## src/rtl/pos_encode_ctrl.sv

```systemverilog
// Debounced one-hot key to 4-bit position encoder
// with valid/ready offer and release lockout.
module pos_encode_ctrl #(
  parameter int STABLE_CYCLES = 4,
  parameter int CNT_W = 8
) (
  input  logic        clk,
  input  logic        rst_n,
  input  logic        en,
  input  logic [15:0] key_in,
  output logic [3:0]  pos_out,
  output logic        pos_valid,
  input  logic        pos_ready,
  output logic        multi_err,
  output logic        busy
);

  typedef enum logic [1:0] {
    IDLE,
    DEBOUNCE,
    OFFER,
    RELEASE
  } state_t;

  localparam logic [CNT_W-1:0] LAST =
    CNT_W'(STABLE_CYCLES - 1);

  state_t           state;
  logic [CNT_W-1:0] cnt;
  logic [15:0]      cap;
  logic             any_key;
  logic             multi;

  function automatic logic [3:0] encode(
    input logic [15:0] v
  );
    logic [3:0] r;
    r = '0;
    for (int i = 0; i < 16; i++)
      if (v[i]) r = 4'(i);
    return r;
  endfunction

  assign any_key = |key_in;
  assign multi = |(key_in & (key_in - 16'd1));
  assign busy = (state != IDLE);

  always_ff @(posedge clk or negedge rst_n) begin
    if (!rst_n) begin
      state     <= IDLE;
      cnt       <= '0;
      cap       <= '0;
      pos_out   <= '0;
      pos_valid <= 1'b0;
      multi_err <= 1'b0;
    end else begin
      multi_err <= 1'b0;
      unique case (state)
        IDLE: begin
          if (en && any_key) begin
            cnt <= '0;
            if (multi) begin
              multi_err <= 1'b1;
              state     <= RELEASE;
            end else begin
              cap   <= key_in;
              state <= DEBOUNCE;
            end
          end
        end
        DEBOUNCE: begin
          if (!en) begin
            cnt   <= '0;
            state <= IDLE;
          end else if (key_in != cap) begin
            cnt <= '0;
            if (multi) begin
              multi_err <= 1'b1;
              state     <= RELEASE;
            end else begin
              state <= IDLE;
            end
          end else if (cnt == LAST) begin
            pos_out   <= encode(cap);
            pos_valid <= 1'b1;
            cnt       <= '0;
            state     <= OFFER;
          end else begin
            cnt <= cnt + 1'b1;
          end
        end
        OFFER: begin
          if (pos_valid && pos_ready) begin
            pos_valid <= 1'b0;
            cnt       <= '0;
            state     <= RELEASE;
          end
        end
        RELEASE: begin
          // any key activity restarts the quiet window
          if (any_key) begin
            cnt <= '0;
          end else if (cnt == LAST) begin
            cnt   <= '0;
            state <= IDLE;
          end else begin
            cnt <= cnt + 1'b1;
          end
        end
        default: begin
          state <= IDLE;
        end
      endcase
    end
  end

endmodule

```

## config.mk

```make
export PLATFORM = sky130hd
export DESIGN_NAME = pos_encode_ctrl
export DESIGN_NICKNAME = d
export VERILOG_FILES = /design/src/rtl/pos_encode_ctrl.sv
export SDC_FILE = /design/constraint.sdc
export NUM_CORES = 1
export LEC_CHECK = 0
export ABC_CLOCK_PERIOD_IN_PS = 2700
export BUFFER_PORTS_ARGS = -buffer_cell sky130_fd_sc_hd__buf_2
export CORE_UTILIZATION = 55
export DETAILED_ROUTE_END_ITERATION = 7
export PLACE_DENSITY = 0.76
export SLEW_MARGIN = 20
export SYNTH_ARGS = -nofsm -noshare
export SYNTH_HDL_FRONTEND = slang
export SYNTH_SLANG_ARGS = --single-unit
```

## constraint.sdc

```tcl
create_clock -name clk -period 2.7 [get_ports clk]
set_clock_uncertainty 0.2 [all_clocks]
set_input_delay 0.675 -clock clk [delete_from_list [all_inputs] [get_ports clk]]
set_output_delay 0.675 -clock clk [all_outputs]
set_load 0.005 [all_outputs]
```

* After elaboration in Yosys (flattened, before gate mapping)
Cells that the tools add are included.
** Word-level totals
- Bits of input ports :: 20
- Register bits :: 32
- Output and inout port bits :: 7
** Operators by class
- Add/sub/neg operators :: 2
- Equality and inequality tests :: 13
- Multiplexer cells :: 42
- Bitwise gates (word level) :: 3
- Reductions and logical operators :: 12
** Operator list (count)
- $mux W4 :: 14
- $mux W8 :: 6
- $pmux W8 S4 :: 1
- $reduce_or A16 Y1 :: 2
- $mux W2 :: 9
- $and A16 B16 Y16 :: 1
- $ne A16 B16 Y1 :: 1
- $sub A16 B1 Y16 const B :: 1
- $ne A2 B2 Y1 const B :: 7
- $reduce_and A5 Y1 :: 2
- $mux W1 :: 9
- $add A8 B1 Y8 const B :: 1
- $eq A8 B2 Y1 const B :: 1
- $pmux W2 S4 :: 1
- $eq A2 B2 Y1 const B :: 2
- $ne A4 B4 Y1 const B :: 1
- $pmux W1 S2 :: 2
- $reduce_and A4 Y1 :: 1
- $reduce_bool A2 Y1 :: 2
- $reduce_and A3 Y1 :: 1
- $eq A2 B1 Y1 const B :: 1
- $logic_and A1 B1 Y1 :: 2
- $logic_not A2 Y1 :: 1
- $not A1 Y1 :: 2
- $reduce_and A2 Y1 :: 1

* Longest topological paths before layout
Gate-level depths: netlist of run 1.
- Word-level depth :: 15
- Gate-level depth with buffers :: 8

* Least setup slack after synthesis of run 1
No wires, ideal clock.
- Path kind :: input port to flip-flop
- Start point :: input port key_in[3]
- End point :: register cap[0]
- Data arrival time :: 2.462 ns
- Stages :: 6
- Path slack :: -0.087 ns
- Cell sequence :: or4_1 -> nor4_1 -> o211ai_2 -> nor3_4 -> buf_12 -> mux2_4
** On the way
- Longest elaborated chain between the ends :: 5
** Ends and longest elaborated chain
- start, declared :: RTL line 10 : input logic [15:0] key_in,
- $sub A16 B1 Y16 :: RTL line 45 : assign multi = |(key_in & (key_in - 16'd1));
- $and A16 B16 Y16 :: RTL line 45
- $reduce_or A16 Y1 :: RTL line 45
- $not A1 Y1 (no source line)
- $reduce_and A3 Y1 (no source line) *
- end signal, assigned :: RTL line 66 : cap <= key_in;
- end, declared :: RTL line 30 : logic [15:0] cap;
Mark *: on every way between the ends. The rest lies on a longest branch, timed or not.
A chain may end at the register's enable or synchronous reset.

* Final worst setup path of run 1
- Start point :: input port key_in[3]
- End point :: register cnt[5]
** On the way
- Longest elaborated chain between the ends :: 4
** Ends and longest elaborated chain
- $ne A16 B16 Y1 or $reduce_or A16 Y1 (tied branches) :: RTL line 75, 44
- $mux W8 or $logic_and A1 B1 Y1 (tied branches) :: RTL line 75, 60
- $mux W8 or $ne A2 B2 Y1 (tied branches)
- $pmux W8 S4 or $reduce_and A2 Y1 (tied branches)
- end signal, assigned :: RTL line 89 : cnt <= cnt + 1'b1;
- end signal, assigned :: RTL line 107 : cnt <= cnt + 1'b1;
- end, declared :: RTL line 29 : logic [CNT_W-1:0] cnt;
Several ways; a longest one is shown, not always the timed one.

==> impl_metrics.csv, run 1 <==
group,metric,value,unit
setup_path,crit_type,"in2reg",
outcome,status,"finished clean",
detailed_routing,vias,1813,
clocking,cts_tree,"yes",
timing,setup_viol,0,
timing,drv_slew,0,
detailed_routing,antenna_left,0,
detailed_routing,viasPerCell,6.13,
synth,ys_seq_area_frac,0.397,
timing,tightestPinTransition,0.710,ns
floorplan,rows,21,
clocking,cts.path.max_buffers,2,
finish,layout-drive-gt1-share,0.356,
setup_path,crit_arrival,2.72,ns
placement,dp.cells,283,
synth,ys_seq_elements,32,
timing,fmax,379,MHz
synth,synth_area,2020,um2
setup_path,start_kind,"primary input",
placement,post-dp-hpwl,3.63,mm
clocking,cts_max_level,2,
setup_path,crit_path_max_fanout,5,
synth,async_flop_share,1.00,
synth,synthTopCellsByArea,"dfrtp_1, mux2_4, xnor2_1",
clocking,root_buffer,"clkbuf_4",
setup_path,crit_family,"simple AND/OR/NAND/NOR gates",
clocking,clkLatencyLatePin,0.35,ns
floorplan,die_h,62.6,um
finish,ff_latch_area,801,um2
synth,post_synth.cell_area_avg,10.2,um2
timing,setup_tns,0,ns
detailed_routing,drt_iter0_markers,151,
synth,synth_common_cells,"dfrtp_1, xnor2_1, nor2_1, o21ai_0",
synth,syn-num-nets,218,
timing,fin_crit_sh,0.977,
finish,nets,270,
finish,multi_input_area,1200,um2
timing,hold_ws,0.161,ns
synth,yosysTopAreaCellShare,0.397,
grt,grt_pass1_wl,8.32,mm
clocking,clk_pin_slew,0.11,ns
setup_path,cp.required,2.78,ns
detailed_routing,drcViolationCount,0,
finish,final-instance-count-excl-fill,296,
floorplan,die_width,62.6,um
floorplan,coreArea,3420,um2
hold_path,hp-class,"in2async",
grt,grt_overflow,0,
grt,grt_pass1_vias,1789,
floorplan,start_util,0.591,
setup_path,crit_top_cell,"buf_4",
finish,area_growth,21.9,%
floorplan,fp.dieArea,3920,um2
detailed_routing,drt-total-wl,4.94,mm
synth,syn_inst,197,
pwr,powerDensity,404,nW/um2
placement,place_congestion,0.970,
synth,synth.largest_area_cell,"dfrtp_1",
finish,fillerInstances,253,
grt,grt_use_total,0.274,
setup_path,cp_num_buf_inv,4,
synth,ys_warn_count,0,
synth,synth_ff_type,"dfrtp_1",
pwr,vdd_ir_drop_max,0.289,mV
detailed_routing,drt-wirelength-per-cell,16.7,um
job,drv_cap,0,
setup_path,crit_chain,"buf_2, nor4_2, nand3_1, buf_4, nor4_1, buf_4, a41oi_4, buf_4, nor3b_1, a21o_1",
finish,antenna_cells,0,
setup_path,slowest_delay,0.36,ns
grt,grt_max_degree,33,
pwr,power.leakage,1.11,nW
floorplan,ios,27,
synth,synth.distinct_cells,53,
grt,antenna_found_initial,0,
placement,portBuffers,26,
clocking,clock-sinks,32,
synth,synth_edf_count,0,
clocking,cts_buffers,5,
timing,period_minus_slack,2.64,ns
timing,finalHoldViolCount,0,
synth,synth.most_common_cell,"dfrtp_1",
pwr,power,0.993,mW
timing,slew_headroom,0.527,
setup_path,crit_path_end_kind,"register",
setup_path,crit_slowest_cell,"nor4_2",
detailed_routing,first_pass_iters,4,
per-layer routing:
layer / vias to the layer above / global-route usage / share of wire
met2: 86 / 0.438 / 0.46
met5: - / 0 / 0
li1: 848 / - / -
met4: 0 / 0.122 / 0.031
met1: 859 / 0.354 / 0.44
met3: 20 / 0.0639 / 0.068
logic make-up after synthesis:
| logic type | after synthesis | synth area share |
|---|---|---|
| AND/OR/NAND/NOR | 70 | 0.201 |
| adder cells (fa/ha/maj) | 2 | 0.0112 |
| flip-flops | 32 | 0.397 |
| buffers and inverters | 10 | 0.0267 |
| XOR/XNOR | 17 | 0.0738 |
| AO/OA/AOI/OAI | 45 | 0.156 |
| multiplexers | 21 | 0.135 |
cells in the final DEF (no fill, tap or decap), types with 2 or more instances in the layout:
cell type | Yosys | routed
a211oi_1 | 2 | 2
a21boi_0 | 2 | 2
a21o_1 | 3 | 3
a21oi_1 | 4 | 4
a22o_1 | 2 | 2
a31oi_1 | 3 | 3
and3_1 | 3 | 3
buf_2 | 0 | 26
buf_4 | 0 | 23
clkbuf_4 | 0 | 5
clkinv_2 | 0 | 2
dfrtp_1 | 32 | 32
inv_1 | 4 | 4
mux2_2 | 10 | 10
mux2_4 | 10 | 10
nand2_1 | 8 | 8
nand3_1 | 7 | 7
nand4_1 | 4 | 4
nand4b_1 | 3 | 3
nor2_1 | 12 | 12
nor2b_1 | 3 | 3
nor3_1 | 8 | 8
nor3b_1 | 3 | 3
nor4_1 | 7 | 6
nor4_2 | 1 | 2
o21ai_0 | 12 | 11
o21ai_1 | 2 | 3
o21bai_1 | 3 | 3
or3_1 | 3 | 3
xnor2_1 | 16 | 16
sequential cells by signal (all words and copies together) (netlist names):
name / flops
pos_valid: 1
pos_out: 4
cnt: 8
multi_err: 1
cap: 16
state: 2
metrics by stage:
step	instance area, um2	setup WS, ns	utilization
detailed placement	2340	-0.147	0.685
finish	2460	0.0624	0.721
global route	2460	-0.0854	0.721
floorplan	2030	0.00465	-
global placement	2340	-0.0797	0.685
CTS	2410	0.0463	0.706
final cells by class:
type | count | area share
multi-input combinational | 156 | 0.489
sequential | 32 | 0.325
timing repair buffer | 50 | 0.131
tap | 46 | 0.0234
clock buffer | 6 | 0.0208
inverter | 4 | 0.00610
clock inverter | 2 | 0.00407
report_power, final:
group | switching, mW | internal, mW
clock | 0.169 | 0.124
combinational | 0.100 | 0.0712
sequential | 0.0330 | 0.496
timing repair:
| action | CTS | global route |
|---|---|---|
| hold buffers | 0 | 0 |
| pin swaps | 0 | 1 |
| endpoints found under the setup margin | 3 | 6 |
| buffers inserted | 0 | 4 |
| gates cloned | 0 | 1 |
| gates resized for setup | 1 | 1 |
worst paths after layout:
kind                       cells past startpoint              startpoint  slack, ns                endpoint
setup / recovery                              10               key_in[3]       0.06      cnt[5]$_DFFE_PN0P_
hold / removal                                 1                   rst_n       0.16      cap[1]$_DFFE_PN0P_
setup reg to reg                               8      cnt[1]$_DFFE_PN0P_       0.11      cnt[5]$_DFFE_PN0P_
hold reg to reg                                1  pos_out[2]$_DFFE_PN0P_       0.32  pos_out[2]$_DFFE_PN0P_
max in group asynchronous                      1                   rst_n       1.66     cap[13]$_DFFE_PN0P_
min in group clk                               1  pos_out[2]$_DFFE_PN0P_       0.32  pos_out[2]$_DFFE_PN0P_
No activity file was read; power rests on OpenSTA's default activity.
==> run 2, diff against run 1 <==
--- a/config.mk
+++ b/config.mk
@@ -10,6 +10,8 @@
 export CORE_UTILIZATION = 55
 export DETAILED_ROUTE_END_ITERATION = 7
 export PLACE_DENSITY = 0.76
+export RECOVER_POWER = 25
+export REMOVE_ABC_BUFFERS = 1
 export SLEW_MARGIN = 20
 export SYNTH_ARGS = -nofsm -noshare
 export SYNTH_HDL_FRONTEND = slang
==> run 2 against run 1 <==
Against the previous run:
- the flow now finishes with violations (max-capacitance violations, max-slew violations)
- final area down 1.6%
- sequential share of layout area is 0.52 points higher
- via count grew 0.50%
- critical path type is now reg2reg
- critical endpoint is now cnt[2]$_DFFE_PN0P_
- largest cell class unchanged
==> impl_metrics.csv, run 2 (synthesized netlist as in run 1, its figures left out) <==
group,metric,value,unit
grt,grt_max_degree,33,
grt,grt_overflow,0,
timing,rsz0062_at_grt,"false",
clocking,clkLatencyLatePin,0.35,ns
floorplan,die_width,62.6,um
finish,largest_register_ffs,16,
timing,fin_crit_sh,0.964,
floorplan,coreArea,3420,um2
setup_path,timing.rr.end,"cnt[2]$_DFFE_PN0P_",
clocking,clk_pin_slew,0.09,ns
placement,post-dp-hpwl,3.49,mm
job,drv_cap,1,
floorplan,rows,21,
clocking,cts_max_level,2,
hold_path,hp-class,"reg2reg",
clocking,root_buffer,"clkbuf_4",
timing,fmax,384,MHz
detailed_routing,drcViolationCount,0,
timing,hold_ws,0.307,ns
setup_path,crit_path_end_kind,"register",
pwr,combPwrFrac,0.173,
outcome,violations,"max-capacitance violations, max-slew violations",
detailed_routing,antenna_left,0,
pwr,p_seq_frac,0.535,
finish,area_growth,20.0,%
floorplan,fp.dieArea,3920,um2
hold_path,worstHoldPathCells,1,
setup_path,reg2reg_depth,8,
setup_path,start_kind,"register",
grt,antenna_found_initial,0,
clocking,cts.path.max_buffers,2,
setup_path,cp.required,2.74,ns
grt,grt_pass1_wl,7.69,mm
floorplan,die_h,62.6,um
finish,layout-drive-gt1-share,0.324,
finish,final-instance-count-excl-fill,293,
setup_path,r2r_setup_slack,0.1,ns
hold_path,hold_end,"pos_out[3]$_DFFE_PN0P_",
detailed_routing,drt-wirelength-per-cell,16.7,um
placement,portBuffers,26,
setup_path,crit_chain,"ha_1, or4b_2, o211ai_1, nor4_1, buf_4, a41oi_2, o21ai_0, a21o_1",
finish,reg.largest.list,"cap (16), cnt (8), pos_out (4)",
finish,final_common_cell,"dfrtp_1",
pwr,clkPwrFrac,0.292,
timing,tightestPinTransition,1.72,ns
timing,slew_headroom,-0.148,
grt,grt_pass1_vias,1647,
placement,dp.cells,283,
setup_path,cp_num_buf_inv,1,
finish,fillerInstances,261,
timing,setup_viol,0,
floorplan,ios,27,
detailed_routing,drt_iter0_markers,127,
pwr,switching_power,0.295,mW
setup_path,crit_slowest_cell,"or4b_2",
finish,final_cell_area,2420,um2
pwr,powerDensity,410,nW/um2
timing,drv_slew,33,
pwr,swShare,0.298,
clocking,clock-sinks,32,
setup_path,worstReg2RegStart,"cnt[0]$_DFFE_PN0P_",
pwr,vdd_ir_drop_max,0.280,mV
detailed_routing,first_pass_iters,4,
placement,placed_area,2330,um2
detailed_routing,drt-total-wl,4.91,mm
timing,finalHoldViolCount,0,
clocking,cts_buffers,5,
grt,grt_use_total,0.255,
hold_path,hold_start,"pos_out[3]$_DFFE_PN0P_",
detailed_routing,viasPerCell,6.22,
pwr,power.leakage,1.09,nW
detailed_routing,vias,1822,
placement,place_congestion,0.880,
pwr,power.internal,0.697,mW
timing,period_minus_slack,2.60,ns
setup_path,crit_family,"compound AO/OA/AOI/OAI gates",
finish,antenna_cells,0,
setup_path,crit_type,"reg2reg",
finish,largest-register,"cap",
outcome,status,"complete, but fails checks",
finish,nets,267,
setup_path,crit_path_max_fanout,5,
finish,layout_common_cells,"dfrtp_1, buf_2, buf_4",
setup_path,slowest_delay,0.63,ns
floorplan,start_util,0.591,
clocking,cts_tree,"yes",
setup_path,crit_arrival,2.64,ns
==> run 2: power groups by stage <==
stage | sequential, mW | combinational (mW) | clock, mW
after global placement | 0.534 | 0.161 | 0
after CTS | 0.528 | 0.167 | 0.296
final | 0.531 | 0.172 | 0.290
after floorplan | 0.528 | 0.0815 | 0
after global routing | 0.534 | 0.183 | 0.313
after detailed placement | 0.534 | 0.165 | 0
==> run 2: through the flow <==
stage          setup WS (ns)  utilization  total power, mW  TNS, ns
6_report              0.0966        0.709            0.992        0
5_1_grt               0.0407        0.709             1.03        0
4_1_cts               0.0859        0.703            0.991        0
3_5_place_dp          -0.212        0.682            0.699    -3.81
3_3_place_gp          -0.163        0.682            0.695    -2.66
2_1_floorplan         -0.302            -            0.609    -4.28
==> run 2: worst max path at each step <==
stage | from | to | cells after the start
after floorplan | key_in[3] | cap[10]$_DFFE_PN0P_ | 5
after global placement | key_in[3] | cap[5]$_DFFE_PN0P_ | 8
after detailed placement | key_in[3] | cap[6]$_DFFE_PN0P_ | 8
after CTS | cnt[0]$_DFFE_PN0P_ | cnt[6]$_DFFE_PN0P_ | 8
after global routing | cnt[1]$_DFFE_PN0P_ | cnt[2]$_DFFE_PN0P_ | 8
final | cnt[0]$_DFFE_PN0P_ | cnt[2]$_DFFE_PN0P_ | 8
==> run 2: cell type report <==
class                   count  area (um2)  share of cell area
flip-flops and latches     32         801               0.331
well taps                  46        57.6              0.0238
inverters                   4        15.0             0.00620
multi-input cells         156        1190               0.492
clock buffers               8        58.8              0.0243
repair buffers             47         299               0.123
==> run 2: metal layers <==
| metal | up-vias | global-route usage | part of all wire |
|---|---|---|---|
| met3 | 9 | 0.0712 | 0.073 |
| met1 | 886 | 0.334 | 0.44 |
| met2 | 75 | 0.408 | 0.47 |
| li1 | 852 | - | - |
| met4 | 0 | 0.0843 | 0.012 |
| met5 | - | 0 | 0 |
==> run 2: worst reg2reg max path, cell delays in order, from the launching register on <==
cell and delay, ns:
dfrtp_1 0.40, ha_1 0.21, or4b_2 0.63, o211ai_1 0.22
nor4_1 0.07, buf_4 0.16, a41oi_2 0.29, o21ai_0 0.12
a21o_1 0.21
==> run 2: what timing repair did <==
action / CTS / global route
hold endpoints to repair: 0 / 0
setup buffers: 0 / 1
endpoints found under the setup margin: 1 / 4
hold buffers: 0 / 0
gates resized for setup: 1 / 0
cloned: 0 / 1
==> run 3, diff against run 2 <==
--- a/config.mk
+++ b/config.mk
@@ -5,13 +5,15 @@
 export SDC_FILE = /design/constraint.sdc
 export NUM_CORES = 1
 export LEC_CHECK = 0
+export ABC_AREA = 1
 export ABC_CLOCK_PERIOD_IN_PS = 2700
 export BUFFER_PORTS_ARGS = -buffer_cell sky130_fd_sc_hd__buf_2
 export CORE_UTILIZATION = 55
 export DETAILED_ROUTE_END_ITERATION = 7
-export PLACE_DENSITY = 0.76
+export PLACE_DENSITY = 0.75
 export RECOVER_POWER = 25
 export REMOVE_ABC_BUFFERS = 1
+export SKIP_LAST_GASP = 1
 export SLEW_MARGIN = 20
 export SYNTH_ARGS = -nofsm -noshare
 export SYNTH_HDL_FRONTEND = slang
==> run 3 against run 2 <==
Against the previous run:
- the flow now finishes without violations
- register-to-register slack better by 0.62 ns
- final area rose by 4.6%
- hold slack worse by 0.061 ns
- synthesized area is 12% higher
- highest routed layer unchanged
==> impl_metrics.csv, run 3 <==
group,metric,value,unit
outcome,status,"finished clean",
synth,synth_xor_area_frac,0.0696,
detailed_routing,drt-total-wl,4.65,mm
synth,post_synth.cell_area_avg,7.43,um2
pwr,p_seq_frac,0.426,
setup_path,crit_path_end_kind,"register",
timing,tightestPinTransition,0.726,ns
floorplan,rows,22,
clocking,hold_buffers,0,
setup_path,reg2reg_depth,8,
setup_path,crit_top_cell,"nand2_1",
clocking,ctsResizeCount,0,
timing,fmax,478,MHz
floorplan,fp.dieArea,4380,um2
clocking,clk_pin_slew,0.07,ns
clocking,cts.path.max_buffers,2,
grt,grt_use_met3,0.0500,
setup_path,cp.required,2.67,ns
hold_path,hp-class,"in2async",
setup_path,crit_arrival,2.06,ns
setup_path,worstReg2RegStart,"cnt[3]$_DFFE_PN0P_",
timing,setup_viol,0,
clocking,post-cts-setup-buffer-count,0,
timing,finalHoldViolCount,0,
job,drv_cap,0,
timing,drv_slew,0,
pwr,swShare,0.325,
clocking,cts_tree,"yes",
grt,met2_usage,0.415,
detailed_routing,vias,1962,
detailed_routing,drt-wirelength-per-cell,12.1,um
synth,synth.largest_area_cell,"dfrtp_1",
grt,busiest_layer,"met2",
finish,final_common_cell,"nand2_1",
finish,final-instance-count-excl-fill,385,
synth,yosysTopAreaCellShare,0.353,
setup_path,start_kind,"primary input",
grt,antenna_found_initial,0,
clocking,cts_max_level,2,
finish,area_growth,11.8,%
synth,ys_seq_elements,32,
setup_path,slowest_delay,0.26,ns
synth,synth_ff_type,"dfrtp_1",
finish,layout_common_cells,"nand2_1, inv_1, nor2_1",
synth,synth-simple-area-share,0.329,
grt,grt_overflow,0,
finish,nets,358,
timing,setup_tns,0,ns
setup_path,crit_family,"simple AND/OR/NAND/NOR gates",
timing,fin_crit_sh,0.774,
placement,post-dp-hpwl,3.52,mm
synth,synth.distinct_cells,35,
finish,ff_latch_area,801,um2
synth,synthTopCellsByArea,"dfrtp_1, nand2_1, inv_1",
pwr,power,1.25,mW
detailed_routing,drt_iter0_markers,126,
synth,syn_inst,305,
detailed_routing,viasPerCell,5.10,
detailed_routing,first_pass_iters,4,
pwr,power.internal,0.844,mW
synth,synth_common_cells,"nand2_1, inv_1, nor2_1",
synth,synth_adder_area_share,0.00552,
pwr,switching_power,0.406,mW
finish,largest-register,"cap",
pwr,powerDensity,493,nW/um2
setup_path,crit_type,"in2reg",
synth,synth_edf_count,0,
setup_path,setup.worst_path.start,"key_in[1]",
grt,grt_pass1_wl,8.18,mm
floorplan,ios,27,
setup_path,crit_slowest_cell,"nor3_4",
detailed_routing,drcViolationCount,0,
finish,fillerInstances,357,
floorplan,die_width,66.2,um
clocking,clkLatencyLatePin,0.29,ns
synth,synth_top_family_by_area,"simple AND/OR/NAND/NOR gates",
synth,muxShareOfSynthArea,0,
grt,grt_max_degree,33,
placement,place_congestion,0.863,
grt,grt_use_total,0.249,
floorplan,start_util,0.597,
detailed_routing,antenna_left,0,
placement,portBuffers,26,
clocking,cts_buffers,5,
timing,period_minus_slack,2.09,ns
placement,dp_slack,0.348,ns
setup_path,crit_chain,"buf_2, inv_1, nand2_1, o21ai_0, nand3_1, nor3_4, nand4_4, buf_4, nand2_1, o21ai_2",
pwr,combPwrFrac,0.255,
finish,antenna_cells,0,
synth,ys_seq_area_frac,0.353,
setup_path,cp_num_buf_inv,3,
timing,fin_ws,0.609,ns
clocking,root_buffer,"clkbuf_8",
pwr,power.leakage,1.33,nW
finish,largest_register_ffs,16,
finish,reg.largest.list,"cap (16), cnt (8), pos_out (4)",
clocking,clock-sinks,32,
placement,dp.cells,378,
timing,rsz0062_at_grt,"false",
floorplan,die_h,66.2,um
finish,layout-drive-gt1-share,0.228,
synth,async_flop_share,1.00,
floorplan,coreArea,3800,um2
timing,slew_headroom,0.516,
synth,ys_warn_count,0,
synth,synth_area,2270,um2
pwr,vdd_ir_drop_max,0.462,mV
grt,met1_usage,0.315,
setup_path,cp.depth,10,
pwr,clkPwrFrac,0.319,
setup_path,crit_path_max_fanout,20,
synth,synth_compound_gate_area_share,0.139,
grt,grt_pass1_vias,1912,
finish,multi_input_area,1230,um2
synth,synth.most_common_cell,"nand2_1",
run 3: cell count changes in the layout (fill, tap and decap cells not counted), moves of 11 or more:
cell / change
nand2_1: +63
inv_1: +44
o21ai_2: +15
nor2_1: +23
xor2_1: +11
buf_4: -18
run 3: final timing paths:
path	slack [ns]	to
min	0.25	cnt[2]$_DFFE_PN0P_
min reg2reg	0.30	cnt[0]$_DFFE_PN0P_
max reg2reg	0.72	state[1]$_DFFE_PN0P_
max	0.61	cap[7]$_DFFE_PN0P_
min in group clk	0.30	cnt[0]$_DFFE_PN0P_
max in group asynchronous	1.59	cap[14]$_DFFE_PN0P_
run 3: logic make-up after synthesis:
| kind of cell | count (synthesis) |
|---|---|
| AO/OA/AOI/OAI | 45 |
| XOR/XNOR | 18 |
| adder cells (fa/ha/maj) | 1 |
| buffers and inverters | 55 |
| flip-flops | 32 |
| AND/OR/NAND/NOR | 154 |
run 3: layer usage:
layer	vias up	routed length [um]
li1	1029	-
met5	-	0
met1	889	2190
met3	10	148
met4	0	95
met2	34	2210
run 3: layout make-up:
type / instances / area share
Tap cell: 48 / 0.0237
Timing Repair Buffer: 28 / 0.0573
Sequential cell: 32 / 0.316
Inverter: 52 / 0.0790
Multi-Input combinational cell: 218 / 0.486
Clock buffer: 7 / 0.0380
run 3: stage by stage:
| stage | utilization | hold WS (ns) | area (um2) |
|---|---|---|---|
| 2_1_floorplan | - | 0.179 | 2230 |
| 3_3_place_gp | 0.642 | 0.289 | 2440 |
| 3_5_place_dp | 0.642 | 0.296 | 2440 |
| 4_1_cts | 0.667 | 0.270 | 2530 |
| 5_1_grt | 0.667 | 0.321 | 2530 |
| 6_report | 0.667 | 0.246 | 2530 |
run 3: power by group through the flow:
stage / Sequential [mW] / Combinational (mW) / Clock [mW]
floorplan: 0.537 / 0.218 / 0
global placement: 0.539 / 0.316 / 0
detailed placement: 0.539 / 0.316 / 0
CTS: 0.530 / 0.320 / 0.404
global route: 0.535 / 0.366 / 0.419
finish: 0.532 / 0.319 / 0.399
